===== src/rtl/corr_readout_scheduler.sv =====
`default_nettype none
// ============================================================================
//  Module      : corr_readout_scheduler
//  Description : Correlator sequencer. Clears the accumulator bank, runs an
//                integration window, freezes the accumulators, then reads
//                every baseline and streams a framed byte packet
//                (A5 header, MSB-first data bytes, XOR checksum) to a
//                byte-wide UART transmitter over a valid/ready handshake.
//  Revision    : 1.0 - initial release
// ============================================================================
module corr_readout_scheduler #(
    parameter int CLK_FREQUENCY = 50000000,
    parameter int RESOLUTION    = 12,
    parameter int NUM_INPUTS    = 10,
    parameter int INTEG_CYCLES  = 5000000,
    localparam int c_num_ch     = NUM_INPUTS * (NUM_INPUTS - 1) / 2,
    localparam int c_sel_w      = (c_num_ch > 1) ? $clog2(c_num_ch) : 1,
    localparam int c_nb         = (RESOLUTION + 7) / 8,
    localparam int c_byte_w     = c_nb * 8,
    localparam int c_idx_w      = (c_nb > 1) ? $clog2(c_nb) : 1,
    localparam int c_cnt_w      = $clog2(INTEG_CYCLES) + 1
) (
    input  logic                  clk,
    input  logic                  rst,
    input  logic                  i_enable,
    output logic                  o_acc_clear,
    output logic                  o_acc_hold,
    output logic [c_sel_w-1:0]    o_acc_sel,
    input  logic [RESOLUTION-1:0] i_acc_data,
    output logic [7:0]            o_tx_data,
    output logic                  o_tx_valid,
    input  logic                  i_tx_ready,
    output logic                  o_busy,
    output logic                  o_frame_done
);

    // Reject parameter sets that cannot form a valid window or clock.
    if (INTEG_CYCLES < 1 || CLK_FREQUENCY < 1 || NUM_INPUTS < 2) begin : g_param_check
        $error("corr_readout_scheduler: INTEG_CYCLES, CLK_FREQUENCY must be >= 1 and NUM_INPUTS >= 2");
    end

    typedef enum logic [2:0] {
        S_IDLE  = 3'd0,
        S_CLEAR = 3'd1,
        S_INTEG = 3'd2,
        S_HDR   = 3'd3,
        S_FETCH = 3'd4,
        S_BYTE  = 3'd5,
        S_CSUM  = 3'd6,
        S_DONE  = 3'd7
    } state_t;

    state_t                r_state;
    logic [c_cnt_w-1:0]    r_cnt;
    logic [c_sel_w-1:0]    r_sel;
    logic [c_idx_w-1:0]    r_idx;
    logic [c_byte_w-1:0]   r_shift;
    logic [7:0]            r_csum;

    logic                  w_xfer;
    logic [c_byte_w-1:0]   w_acc_ext;
    logic                  w_last_sel;

    // A byte moves only when both sides agree at the clock edge.
    assign w_xfer     = o_tx_valid & i_tx_ready;
    assign w_acc_ext  = c_byte_w'(i_acc_data);
    assign w_last_sel = (r_sel == c_sel_w'(c_num_ch - 1));
    assign o_acc_sel  = r_sel;

    // Frame sequencer: state, counters and all registered outputs.
    always_ff @(posedge clk) begin
        if (rst) begin
            r_state      <= S_IDLE;
            r_cnt        <= '0;
            r_sel        <= '0;
            r_idx        <= '0;
            r_shift      <= '0;
            r_csum       <= '0;
            o_acc_clear  <= 1'b0;
            o_acc_hold   <= 1'b0;
            o_tx_data    <= 8'h00;
            o_tx_valid   <= 1'b0;
            o_busy       <= 1'b0;
            o_frame_done <= 1'b0;
        end else begin
            // Single-cycle strobes default low; set only on state entry.
            o_acc_clear  <= 1'b0;
            o_frame_done <= 1'b0;

            case (r_state)
                S_IDLE: begin
                    if (i_enable) begin
                        r_state     <= S_CLEAR;
                        o_acc_clear <= 1'b1;
                        o_busy      <= 1'b1;
                    end
                end

                S_CLEAR: begin
                    r_cnt   <= c_cnt_w'(INTEG_CYCLES - 1);
                    r_state <= S_INTEG;
                end

                S_INTEG: begin
                    // Dropping enable abandons the window before anything is sent.
                    if (!i_enable) begin
                        r_state <= S_IDLE;
                        o_busy  <= 1'b0;
                    end else if (r_cnt == '0) begin
                        r_state    <= S_HDR;
                        o_acc_hold <= 1'b1;
                        o_tx_data  <= 8'hA5;
                        o_tx_valid <= 1'b1;
                    end else begin
                        r_cnt <= r_cnt - c_cnt_w'(1);
                    end
                end

                S_HDR: begin
                    if (w_xfer) begin
                        o_tx_valid <= 1'b0;
                        r_sel      <= '0;
                        r_csum     <= 8'h00;
                        r_state    <= S_FETCH;
                    end
                end

                S_FETCH: begin
                    // acc_sel settled last cycle, so acc_data is valid now.
                    o_tx_data  <= w_acc_ext[c_byte_w-1 -: 8];
                    r_shift    <= w_acc_ext << 8;
                    r_idx      <= c_idx_w'(c_nb - 1);
                    o_tx_valid <= 1'b1;
                    r_state    <= S_BYTE;
                end

                S_BYTE: begin
                    if (w_xfer) begin
                        r_csum <= r_csum ^ o_tx_data;
                        if (r_idx != '0) begin
                            r_idx     <= r_idx - c_idx_w'(1);
                            o_tx_data <= r_shift[c_byte_w-1 -: 8];
                            r_shift   <= r_shift << 8;
                        end else if (w_last_sel) begin
                            // Checksum includes the byte being accepted now.
                            o_tx_data <= r_csum ^ o_tx_data;
                            r_state   <= S_CSUM;
                        end else begin
                            r_sel      <= r_sel + c_sel_w'(1);
                            o_tx_valid <= 1'b0;
                            r_state    <= S_FETCH;
                        end
                    end
                end

                S_CSUM: begin
                    if (w_xfer) begin
                        o_tx_valid   <= 1'b0;
                        o_frame_done <= 1'b1;
                        r_state      <= S_DONE;
                    end
                end

                S_DONE: begin
                    o_acc_hold <= 1'b0;
                    if (i_enable) begin
                        r_state     <= S_CLEAR;
                        o_acc_clear <= 1'b1;
                    end else begin
                        r_state <= S_IDLE;
                        o_busy  <= 1'b0;
                    end
                end

                default: begin
                    r_state    <= S_IDLE;
                    o_tx_valid <= 1'b0;
                    o_acc_hold <= 1'b0;
                    o_busy     <= 1'b0;
                end
            endcase
        end
    end

endmodule
`default_nettype wire


===== config.mk =====
export PLATFORM = sky130hd
export DESIGN_NAME = corr_readout_scheduler
export DESIGN_NICKNAME = d
export VERILOG_FILES = /design/src/rtl/corr_readout_scheduler.sv
export SDC_FILE = /design/constraint.sdc
export NUM_CORES = 1
export LEC_CHECK = 0
export ABC_CLOCK_PERIOD_IN_PS = 3840
export CAP_MARGIN = 20
export CELL_PAD_IN_SITES_DETAIL_PLACEMENT = 1
export CELL_PAD_IN_SITES_GLOBAL_PLACEMENT = 1
export CORE_AREA = 2 2 96 98
export DETAILED_ROUTE_END_ITERATION = 12
export DIE_AREA = 0 0 98 100
export GPL_ROUTABILITY_DRIVEN = 0
export PLACE_DENSITY_LB_ADDON = 0.1
export SLEW_MARGIN = 20
export SYNTH_ARGS = -nofsm -noshare
export SYNTH_HDL_FRONTEND = slang
export SYNTH_SLANG_ARGS = --single-unit

===== constraint.sdc =====
create_clock -name clk -period 3.84 [get_ports clk]
set_input_delay 0.768 -clock clk [delete_from_list [all_inputs] [get_ports clk]]
set_output_delay 0.768 -clock clk [all_outputs]
set_load 0.01 [all_outputs]

==> impl_metrics.json, run 1 <==
{
  "outcome": "complete, no violations",
  "critPathKind": "register to register",
  "drv_slew": 0,
  "period_minus_slack_ns": 2.670,
  "fin_nets": 436,
  "synth_seq_area_share": 0.3862,
  "dp_hpwl_mm": 6.032,
  "cts_setup_buffers": 0,
  "hp-class": "register to register",
  "hold_buffers": 0,
  "worst_path_dominant_cell_family": "simple AND/OR/NAND/NOR gates",
  "wl_per_cell_um": 16.73,
  "grt_pass1_wl_mm": 15.31,
  "final_cell_mix": "dfxtp_1, nor2_1, clkdlybuf4s50_1",
  "cts_buffers": 9,
  "power_mw": 1.570,
  "yosysUniqueCellTypes": 58,
  "nFillCells": 1052,
  "synth.area.top_cells": "dfxtp_1, a21oi_1, nor2_1",
  "stdcell_area_um2": 3886,
  "diodes": 0,
  "share_comb_of_total_power": 0.172,
  "routed_wl_mm": 8.903,
  "layout_commonest_cell": "dfxtp_1",
  "place_area_um2": 3696,
  "grt_setup_unrepaired": "false",
  "synth_cells": 389,
  "switching_share": 0.2920,
  "io_buffers": 34,
  "pin_count": 35,
  "cts_max_level": 3,
  "crit_slowest_cell": "dfxtp_1",
  "drc_errors": 0,
  "yosysTopAreaCellShare": 0.3862,
  "ys.flop_type": "dfxtp_1",
  "num_vias": 2966,
  "final.period_utilization": 0.6953,
  "max_freq_ghz": 0.3745,
  "area_growth_pct": 19.00,
  "setup_viol": 0,
  "antenna_found_initial": 0,
  "r2r_slack_ns": 1.17,
  "overflow": 0,
  "die_w_um": 98,
  "p_int_mw": 1.112,
  "cts_root_buf": "clkbuf_8",
  "synth_area_um2": 3266,
  "async_flop_share": 0,
  "core_area_um2": 8890,
  "p_leak_nw": 1.334,
  "cts_tree": "built",
  "placed_cells": 516,
  "grt_usage": 0.1932,
  "ant_nets": 0,
  "crit_chain": "or3b_2 -> nand2_1 -> o211ai_2 -> or4_1 -> a21oi_1",
  "first_pass_iters": 4,
  "cp.arrival_ns": 2.94,
  "clkTransAtPathRegs_ns": 0.07,
  "initial_core_util": 0.3673,
  "finClkSkew_ns": 0.01208,
  "die_area_um2": 9800,
  "slowest_delay_ns": 0.86,
  "hold_viol_final": 0,
  "die_height_um": 100,
  "syn_nets": 409,
  "stdcell_count": 532,
  "end_kind": "register",
  "syn_area_per_cell_um2": 8.395,
  "grt_max_degree": 25,
  "start_kind": "register",
  "maxCapViolCount": 0,
  "insertion_delay_ns": 0.35,
  "relSlewSlack": 0.4261,
  "yosys_warnings": 0,
  "synth_seq_cells": 63,
  "cts.sinks": 63,
  "powerDensity_nw_per_um2": 404.1,
  "rows": 35,
  "cp_max_fo": 23,
  "drt-initial-drc-count": 109,
  "p_sw_mw": 0.4586,
  "fin_setup_tns_ns": 0,
  "pwr-share-seq": 0.456,
  "path_buf_inv": 0,
  "cts_buffer_depth": 2,
  "synth_edf_count": 0,
  "synth_top_area_cell": "dfxtp_1",
  "worst_slew_pin_slew_ns": 0.8577,
  "cts.repair.resized": 0,
  "vdd_drop_max_v": 0.0002039,
  "drive_gt1_frac": 0.08314,
  "clkPwrFrac": 0.372,
  "viasPerCell": 5.575,
  "grt_pass1_vias": 3045,
  "worstPathRequired_ns": 4.11
}
==> through the flow <==
step                setup slack [ns]  hold slack [ns]  utilization
detailed placement            0.8913           0.4787       0.4158
finish                         1.170           0.4827       0.4372
global route                  0.9536           0.5181       0.4372
floorplan                      1.558           0.4483            -
CTS                            1.153           0.4884       0.4372
global placement              0.9342           0.4694       0.4158
==> worst min-delay path, cell delays in order, from the launching register on <==
cell     delay, ns
dfxtp_1       0.32
o31ai_1       0.06
a21oi_1       0.05
==> power by group through the flow <==
stage | logic, mW | registers [mW] | clock network [mW]
after CTS | 0.271 | 0.716 | 0.605
final | 0.269 | 0.716 | 0.585
after detailed placement | 0.270 | 0.731 | 0
after global routing | 0.300 | 0.721 | 0.638
after global placement | 0.265 | 0.729 | 0
after floorplan | 0.198 | 0.718 | 0
==> cell families (layout without fill, tap and decap cells) <==
group                    count (synthesis)  count (layout)  share of synthesized area
AO/OA/AOI/OAI                          122             122                     0.2490
XOR/XNOR                                20              20                    0.05364
adder cells (fa/ha/maj)                  4               4                    0.01533
buffers and inverters                   37              69                    0.04368
flip-flops                              63              63                     0.3862
multiplexers                             3               3                   0.009196
AND/OR/NAND/NOR                        140             140                     0.2429
==> Yosys cell counts, types with 2 or more instances <==
master     count
a211oi_1       9
a21boi_2       2
a21o_1         2
a21oi_1       33
a221oi_1       4
a22oi_1       11
a311oi_1       2
a31oi_1        2
and3_1         4
and4_1         3
buf_2          3
clkbuf_1      20
dfxtp_1       63
ha_1           4
inv_1         13
mux2i_1        3
nand2_1       22
nand2b_1       4
nand3_1        5
nand3b_1       5
nand4b_1       2
nor2_1        43
nor2b_1        4
nor3_1         9
nor3b_1        3
nor4_1         3
o2111ai_1      2
o211a_1        2
o211ai_1       3
o211ai_2       2
o21a_1         3
o21ai_0       26
o311ai_0       2
o31ai_1       10
or2_2          2
or3_1          9
or4_1         11
xnor2_1       16
xor2_1         4
==> layout make-up <==
type	count	area (um^2)	area share
clock buffer	12	145.1	0.03735
tap	111	138.9	0.03574
sequential	63	1261	0.3245
timing repair buffer	40	385.4	0.09916
clock inverter	4	45.04	0.01159
multi-input combinational	289	1862	0.4791
inverter	13	48.80	0.01256
==> worst paths after layout <==
check | start | endpoint | depth (start not counted)
min reg2reg | r_cnt[17] | r_cnt[17] | 2
max reg2reg | r_state[0] | r_cnt[21] | 5
min | r_cnt[17] | r_cnt[17] | 2
max | r_state[0] | r_cnt[21] | 5
==> routing by layer <==
layer  wire, um  track usage  vias to the layer above  share of wire
li1           -            -                     1482              -
met1       4432       0.2510                     1416           0.50
met2       4115       0.3214                       56           0.46
met3        255      0.05292                       12          0.029
met4         99      0.04594                        0          0.011
met5          0            0                        -              0
==> registers in the layout, indices dropped and copies added (netlist names) <==
register / count
r_state: 3
o_acc_clear: 1
o_frame_done: 1
o_tx_valid: 1
o_busy: 1
o_acc_sel: 6
r_idx: 1
r_cnt: 24
r_shift: 8
r_csum: 8
o_tx_data: 8
o_acc_hold: 1
No activity file was read; power rests on OpenSTA's default activity.
==> run 2: changes to the inputs <==
--- a/config.mk
+++ b/config.mk
@@ -5,7 +5,7 @@
 export SDC_FILE = /design/constraint.sdc
 export NUM_CORES = 1
 export LEC_CHECK = 0
-export ABC_CLOCK_PERIOD_IN_PS = 3840
+export ABC_CLOCK_PERIOD_IN_PS = 2300
 export CAP_MARGIN = 20
 export CELL_PAD_IN_SITES_DETAIL_PLACEMENT = 1
 export CELL_PAD_IN_SITES_GLOBAL_PLACEMENT = 1
==> constraint.sdc (replaced) <==
create_clock -name clk -period 2.3 [get_ports clk]
set_input_delay 0.46 -clock clk [delete_from_list [all_inputs] [get_ports clk]]
set_output_delay 0.46 -clock clk [all_outputs]
set_load 0.01 [all_outputs]
==> run 2 against run 1 <==
Cell count increased by 7.9%. Register-to-register slack worse by 1.1 ns. Worst hold slack improved by 0.0046 ns. Critical path type unchanged. Count of clock-buffer cells in the layout is 1 lower.
==> impl_metrics.json, run 2 (synthesis gave the netlist of run 1 again) <==
{
  "cts_buffers": 9,
  "vdd_drop_max_v": 0.0002575,
  "cts_root_buf": "clkbuf_8",
  "initial_core_util": 0.3673,
  "setup_viol": 0,
  "drt-initial-drc-count": 86,
  "final_util": 0.4861,
  "die_w_um": 98,
  "cts_max_level": 3,
  "grt_setup_unrepaired": "false",
  "place_area_um2": 4001,
  "grt_max_degree": 21,
  "max_freq_ghz": 0.4500,
  "area_growth_pct": 32.34,
  "maxCapViolCount": 0,
  "p_sw_mw": 0.8113,
  "cts_tree": "built",
  "endpoint": "r_state[0]",
  "crit_start": "r_cnt[20]",
  "top_register": "r_cnt",
  "rr_startpoint": "r_cnt[20]",
  "diodes": 0,
  "r2r_cells": 6,
  "grt_pass1_wl_mm": 15.77,
  "overflow": 0,
  "p_leak_nw": 1.568,
  "outcome": "complete, no violations",
  "worstPathRequired_ns": 2.57,
  "clkPwrFrac": 0.392,
  "end_kind": "register",
  "cp_max_fo": 5,
  "r2r_end": "r_state[0]",
  "ff_latch_area_um2": 1262,
  "worst_hold_slack_ns": 0.4874,
  "wl_per_cell_um": 16.34,
  "share_comb_of_total_power": 0.214,
  "crit_chain": "or4_4 -> nor4b_4 -> buf_4 -> a21boi_2 -> or4_1 -> a21oi_1",
  "hold_viol_final": 0,
  "critPathKind": "register to register",
  "routed_wl_mm": 9.379,
  "switching_share": 0.2713,
  "cts_buffer_depth": 2,
  "drc_errors": 0,
  "pin_count": 35,
  "largest_reg_flops": 24,
  "num_vias": 3161,
  "die_height_um": 100,
  "drive_gt1_frac": 0.1814,
  "worst_slew_pin_slew_ns": 0.5416,
  "core_area_um2": 8890,
  "final.period_utilization": 0.9662,
  "grt_pass1_vias": 3174,
  "io_buffers": 34,
  "hp-class": "register to register",
  "viasPerCell": 5.507,
  "layout_commonest_cell": "dfxtp_1",
  "insertion_delay_ns": 0.35,
  "stdcell_count": 574,
  "multi_input_area_um2": 1903,
  "ant_nets": 0,
  "cts.sinks": 63,
  "slowest_delay_ns": 0.56,
  "r2r_slack_ns": 0.08,
  "first_pass_iters": 4,
  "start_kind": "register",
  "pwr-share-seq": 0.395,
  "powerDensity_nw_per_um2": 691.8,
  "nFillCells": 1032,
  "relSlewSlack": 0.6376,
  "crit_slowest_cell": "or4_4",
  "dp_hpwl_mm": 6.587,
  "stdcell_area_um2": 4322,
  "antenna_found_initial": 0,
  "clkTransAtPathRegs_ns": 0.07,
  "p_int_mw": 2.179,
  "whs_path_depth": 2,
  "period_minus_slack_ns": 2.222,
  "finClkSkew_ns": 0.01138,
  "grt_usage": 0.1984,
  "cp.arrival_ns": 2.50,
  "fin_nets": 478,
  "final_cell_mix": "dfxtp_1, buf_4, nor2_1",
  "rows": 35,
  "die_area_um2": 9800,
  "placed_cells": 555,
  "drv_slew": 0
}
## run 2: power groups by stage
stage | clock [mW] | sequential, mW | combinational [mW]
floorplan | 0 | 1.20 | 0.330
global route | 1.26 | 1.19 | 0.697
detailed placement | 0 | 1.20 | 0.559
global placement | 0 | 1.20 | 0.547
finish | 1.17 | 1.18 | 0.639
CTS | 1.22 | 1.18 | 0.571
## run 2: area by class of cell
| class | instances | area share |
|---|---|---|
| inverter | 13 | 0.01129 |
| tap | 111 | 0.03214 |
| sequential | 63 | 0.2921 |
| multi-input combinational | 289 | 0.4404 |
| clock buffer | 11 | 0.03040 |
| clock inverter | 5 | 0.02461 |
| timing repair buffer | 82 | 0.1691 |
## run 2: through the flow
step	setup TNS (ns)	power [mW]	worst slack [ns]
finish	0	2.990	0.07779
global route	0	3.142	0.005777
CTS	0	2.964	0.02390
detailed placement	-0.7114	1.762	-0.1457
global placement	-0.4376	1.748	-0.1175
floorplan	0	1.529	0.1218
## run 2: worst min-delay path by stage
stage                end       from  slack [ns]
2_1_floorplan  r_cnt[17]  r_cnt[17]        0.45
3_3_place_gp   r_cnt[17]  r_cnt[17]        0.46
3_5_place_dp   r_cnt[17]  r_cnt[17]        0.47
4_1_cts        r_cnt[17]  r_cnt[17]        0.49
5_1_grt        r_csum[2]  r_csum[2]        0.52
6_report       r_cnt[17]  r_cnt[17]        0.49
## run 2: metal layers
| metal | wire length, um | vias to the layer above | GRT usage |
|---|---|---|---|
| li1 | - | 1568 | - |
| met1 | 4320 | 1538 | 0.2512 |
| met2 | 4621 | 47 | 0.3435 |
| met3 | 342 | 8 | 0.04457 |
| met4 | 95 | 0 | 0.05128 |
| met5 | 0 | - | 0 |
## run 2: repair_timing
action | CTS | global route
resized for setup | 1 | 9
hold buffers | 0 | 0
buffers inserted | 0 | 2
setup endpoints to repair | 10 | 16
pin swaps | 1 | 4
cloned | 0 | 1
## run 2: critical path, delay by kind of cell, from the launching register on
kind                   cells  cell delay [ns]
buffers and inverters      1             0.21
AOI/OAI and AO/OA          2             0.21
DFF                        1             0.31
and+or+nand+nor            3             1.42
==> run 3: changes to the inputs <==
--- a/config.mk
+++ b/config.mk
@@ -10,6 +10,7 @@
 export CELL_PAD_IN_SITES_DETAIL_PLACEMENT = 1
 export CELL_PAD_IN_SITES_GLOBAL_PLACEMENT = 1
 export CORE_AREA = 2 2 96 98
+export CTS_BUF_LIST = sky130_fd_sc_hd__clkbuf_2
 export DETAILED_ROUTE_END_ITERATION = 12
 export DIE_AREA = 0 0 98 100
 export GPL_ROUTABILITY_DRIVEN = 0
==> run 3 against run 2 <==
Critical path type unchanged. Setup slack better by 0.0070 ns. Sequential cell count unchanged. Clock power is 22% lower. Largest cell class unchanged. Cell count is 0.17% lower. Via count is 0.82% higher.
==> impl_metrics.json, run 3 (synthesis gave the netlist of run 1 again) <==
{
  "io_buffers": 34,
  "top_register": "r_cnt",
  "clkTransAtPathRegs_ns": 0.17,
  "critPathKind": "register to register",
  "start_kind": "register",
  "die_area_um2": 9800,
  "maxCapViolCount": 0,
  "layout_commonest_cell": "dfxtp_1",
  "antenna_found_initial": 0,
  "fin_setup_tns_ns": 0,
  "drive_gt1_frac": 0.1926,
  "routed_wl_mm": 9.328,
  "dp_hpwl_mm": 6.587,
  "cts_max_level": 3,
  "setup_viol": 0,
  "vdd_drop_max_v": 0.0002513,
  "cts_tree": "built",
  "area_growth_pct": 29.85,
  "drv_slew": 0,
  "insertion_delay_ns": 0.51,
  "nFillCells": 1045,
  "grt_pass1_wl_mm": 15.57,
  "die_height_um": 100,
  "largest_reg_flops": 24,
  "relSlewSlack": 0.6294,
  "worstPathRequired_ns": 2.70,
  "final.period_utilization": 0.9632,
  "setup_slack_ns": 0.08474,
  "drc_errors": 0,
  "final_cell_mix": "dfxtp_1, buf_4, nor2_1",
  "ant_nets": 0,
  "pin_count": 35,
  "first_pass_iters": 4,
  "outcome": "complete, no violations",
  "cts.sinks": 63,
  "core_area_um2": 8890,
  "initial_core_util": 0.3673,
  "cts_buffer_depth": 2,
  "cp_max_fo": 6,
  "end_kind": "register",
  "hp-class": "register to register",
  "grt_max_degree": 21,
  "cts_buffers": 9,
  "hold_viol_final": 0,
  "hold_buffers": 0,
  "powerDensity_nw_per_um2": 639.8,
  "wl_per_cell_um": 16.28,
  "diodes": 0,
  "cp.arrival_ns": 2.61,
  "grt_usage": 0.1955,
  "num_vias": 3187,
  "overflow": 0,
  "period_minus_slack_ns": 2.215,
  "p_leak_nw": 1.539,
  "worst_slew_pin_slew_ns": 0.5539,
  "viasPerCell": 5.562,
  "cts_root_buf": "clkbuf_2",
  "rows": 35,
  "finClkSkew_ns": 0.03003,
  "drt-initial-drc-count": 85,
  "dp_slack_ns": -0.1457,
  "die_w_um": 98,
  "grt_pass1_vias": 3178,
  "max_freq_ghz": 0.4514,
  "fin_nets": 477,
  "grt_setup_unrepaired": "false"
}
==> run 3: cell types whose count changed in the layout (fill, tap and decap cells not counted), moves of 2 or more <==
cell and change:
clkbuf_2 +11, clkbuf_8 -9, clkbuf_1 -2, dfxtp_1 -2
dfxtp_2 +2
==> run 3: through the flow <==
step / cell area [um^2] / total power, mW / utilization / hold WS [ns] / cells
global placement: 4001 / 1.748 / 0.4501 / 0.4640 / 555
detailed placement: 4001 / 1.762 / 0.4501 / 0.4698 / 555
global route: 4240 / 2.850 / 0.4770 / 0.5283 / 573
floorplan: 3266 / 1.529 / - / 0.4483 / 389
finish: 4240 / 2.713 / 0.4770 / 0.5034 / 573
CTS: 4168 / 2.697 / 0.4688 / 0.4981 / 571
==> run 3: per-layer routing <==
layer / share of wire / GRT usage / vias to the layer above
met5: 0 / 0 / -
met4: 0.015 / 0.06944 / 0
met3: 0.029 / 0.03760 / 14
met2: 0.48 / 0.3325 / 45
met1: 0.48 / 0.2486 / 1558
li1: - / - / 1570
==> run 3: repair_timing <==
item | 4_1_cts | 5_1_grt
pin swaps | 1 | 6
buffers inserted | 0 | 2
gates resized for setup | 1 | 14
endpoints found under the setup margin | 9 | 18
gates cloned | 0 | 0
==> run 3: worst paths after layout <==
kind | to | slack [ns] | depth (start not counted) | startpoint
worst max register to register | r_cnt[22] | 0.08 | 6 | r_cnt[12]
worst max-delay path | r_cnt[22] | 0.08 | 6 | r_cnt[12]
worst min register to register | r_cnt[17] | 0.50 | 2 | r_cnt[17]
worst min-delay path | r_cnt[17] | 0.50 | 2 | r_cnt[17]
==> run 3: final cells by class <==
class,count,area [um^2],share of cell area
timing repair buffer,81,705.7,0.1664
tap,111,138.9,0.03275
sequential,63,1265,0.2983
multi-input combinational,289,1921,0.4529
clock inverter,5,106.4,0.02508
inverter,13,48.80,0.01151
clock buffer,11,55.05,0.01298
==> run 3: report_power, final <==
group / switching [mW] / internal (mW) / total, mW
combinational: 0.317 / 0.302 / 0.619
clock: 0.431 / 0.480 / 0.910
sequential: 0.0453 / 1.14 / 1.18
total: 0.793 / 1.92 / 2.71
==> run 3: worst max-delay path, cell delays in order, from the launching register on <==
cell     delay [ns]
dfxtp_1        0.35
or4_4          0.55
buf_4          0.18
or3_4          0.44
nor4b_2        0.34
xnor2_1        0.18
a21oi_1        0.09
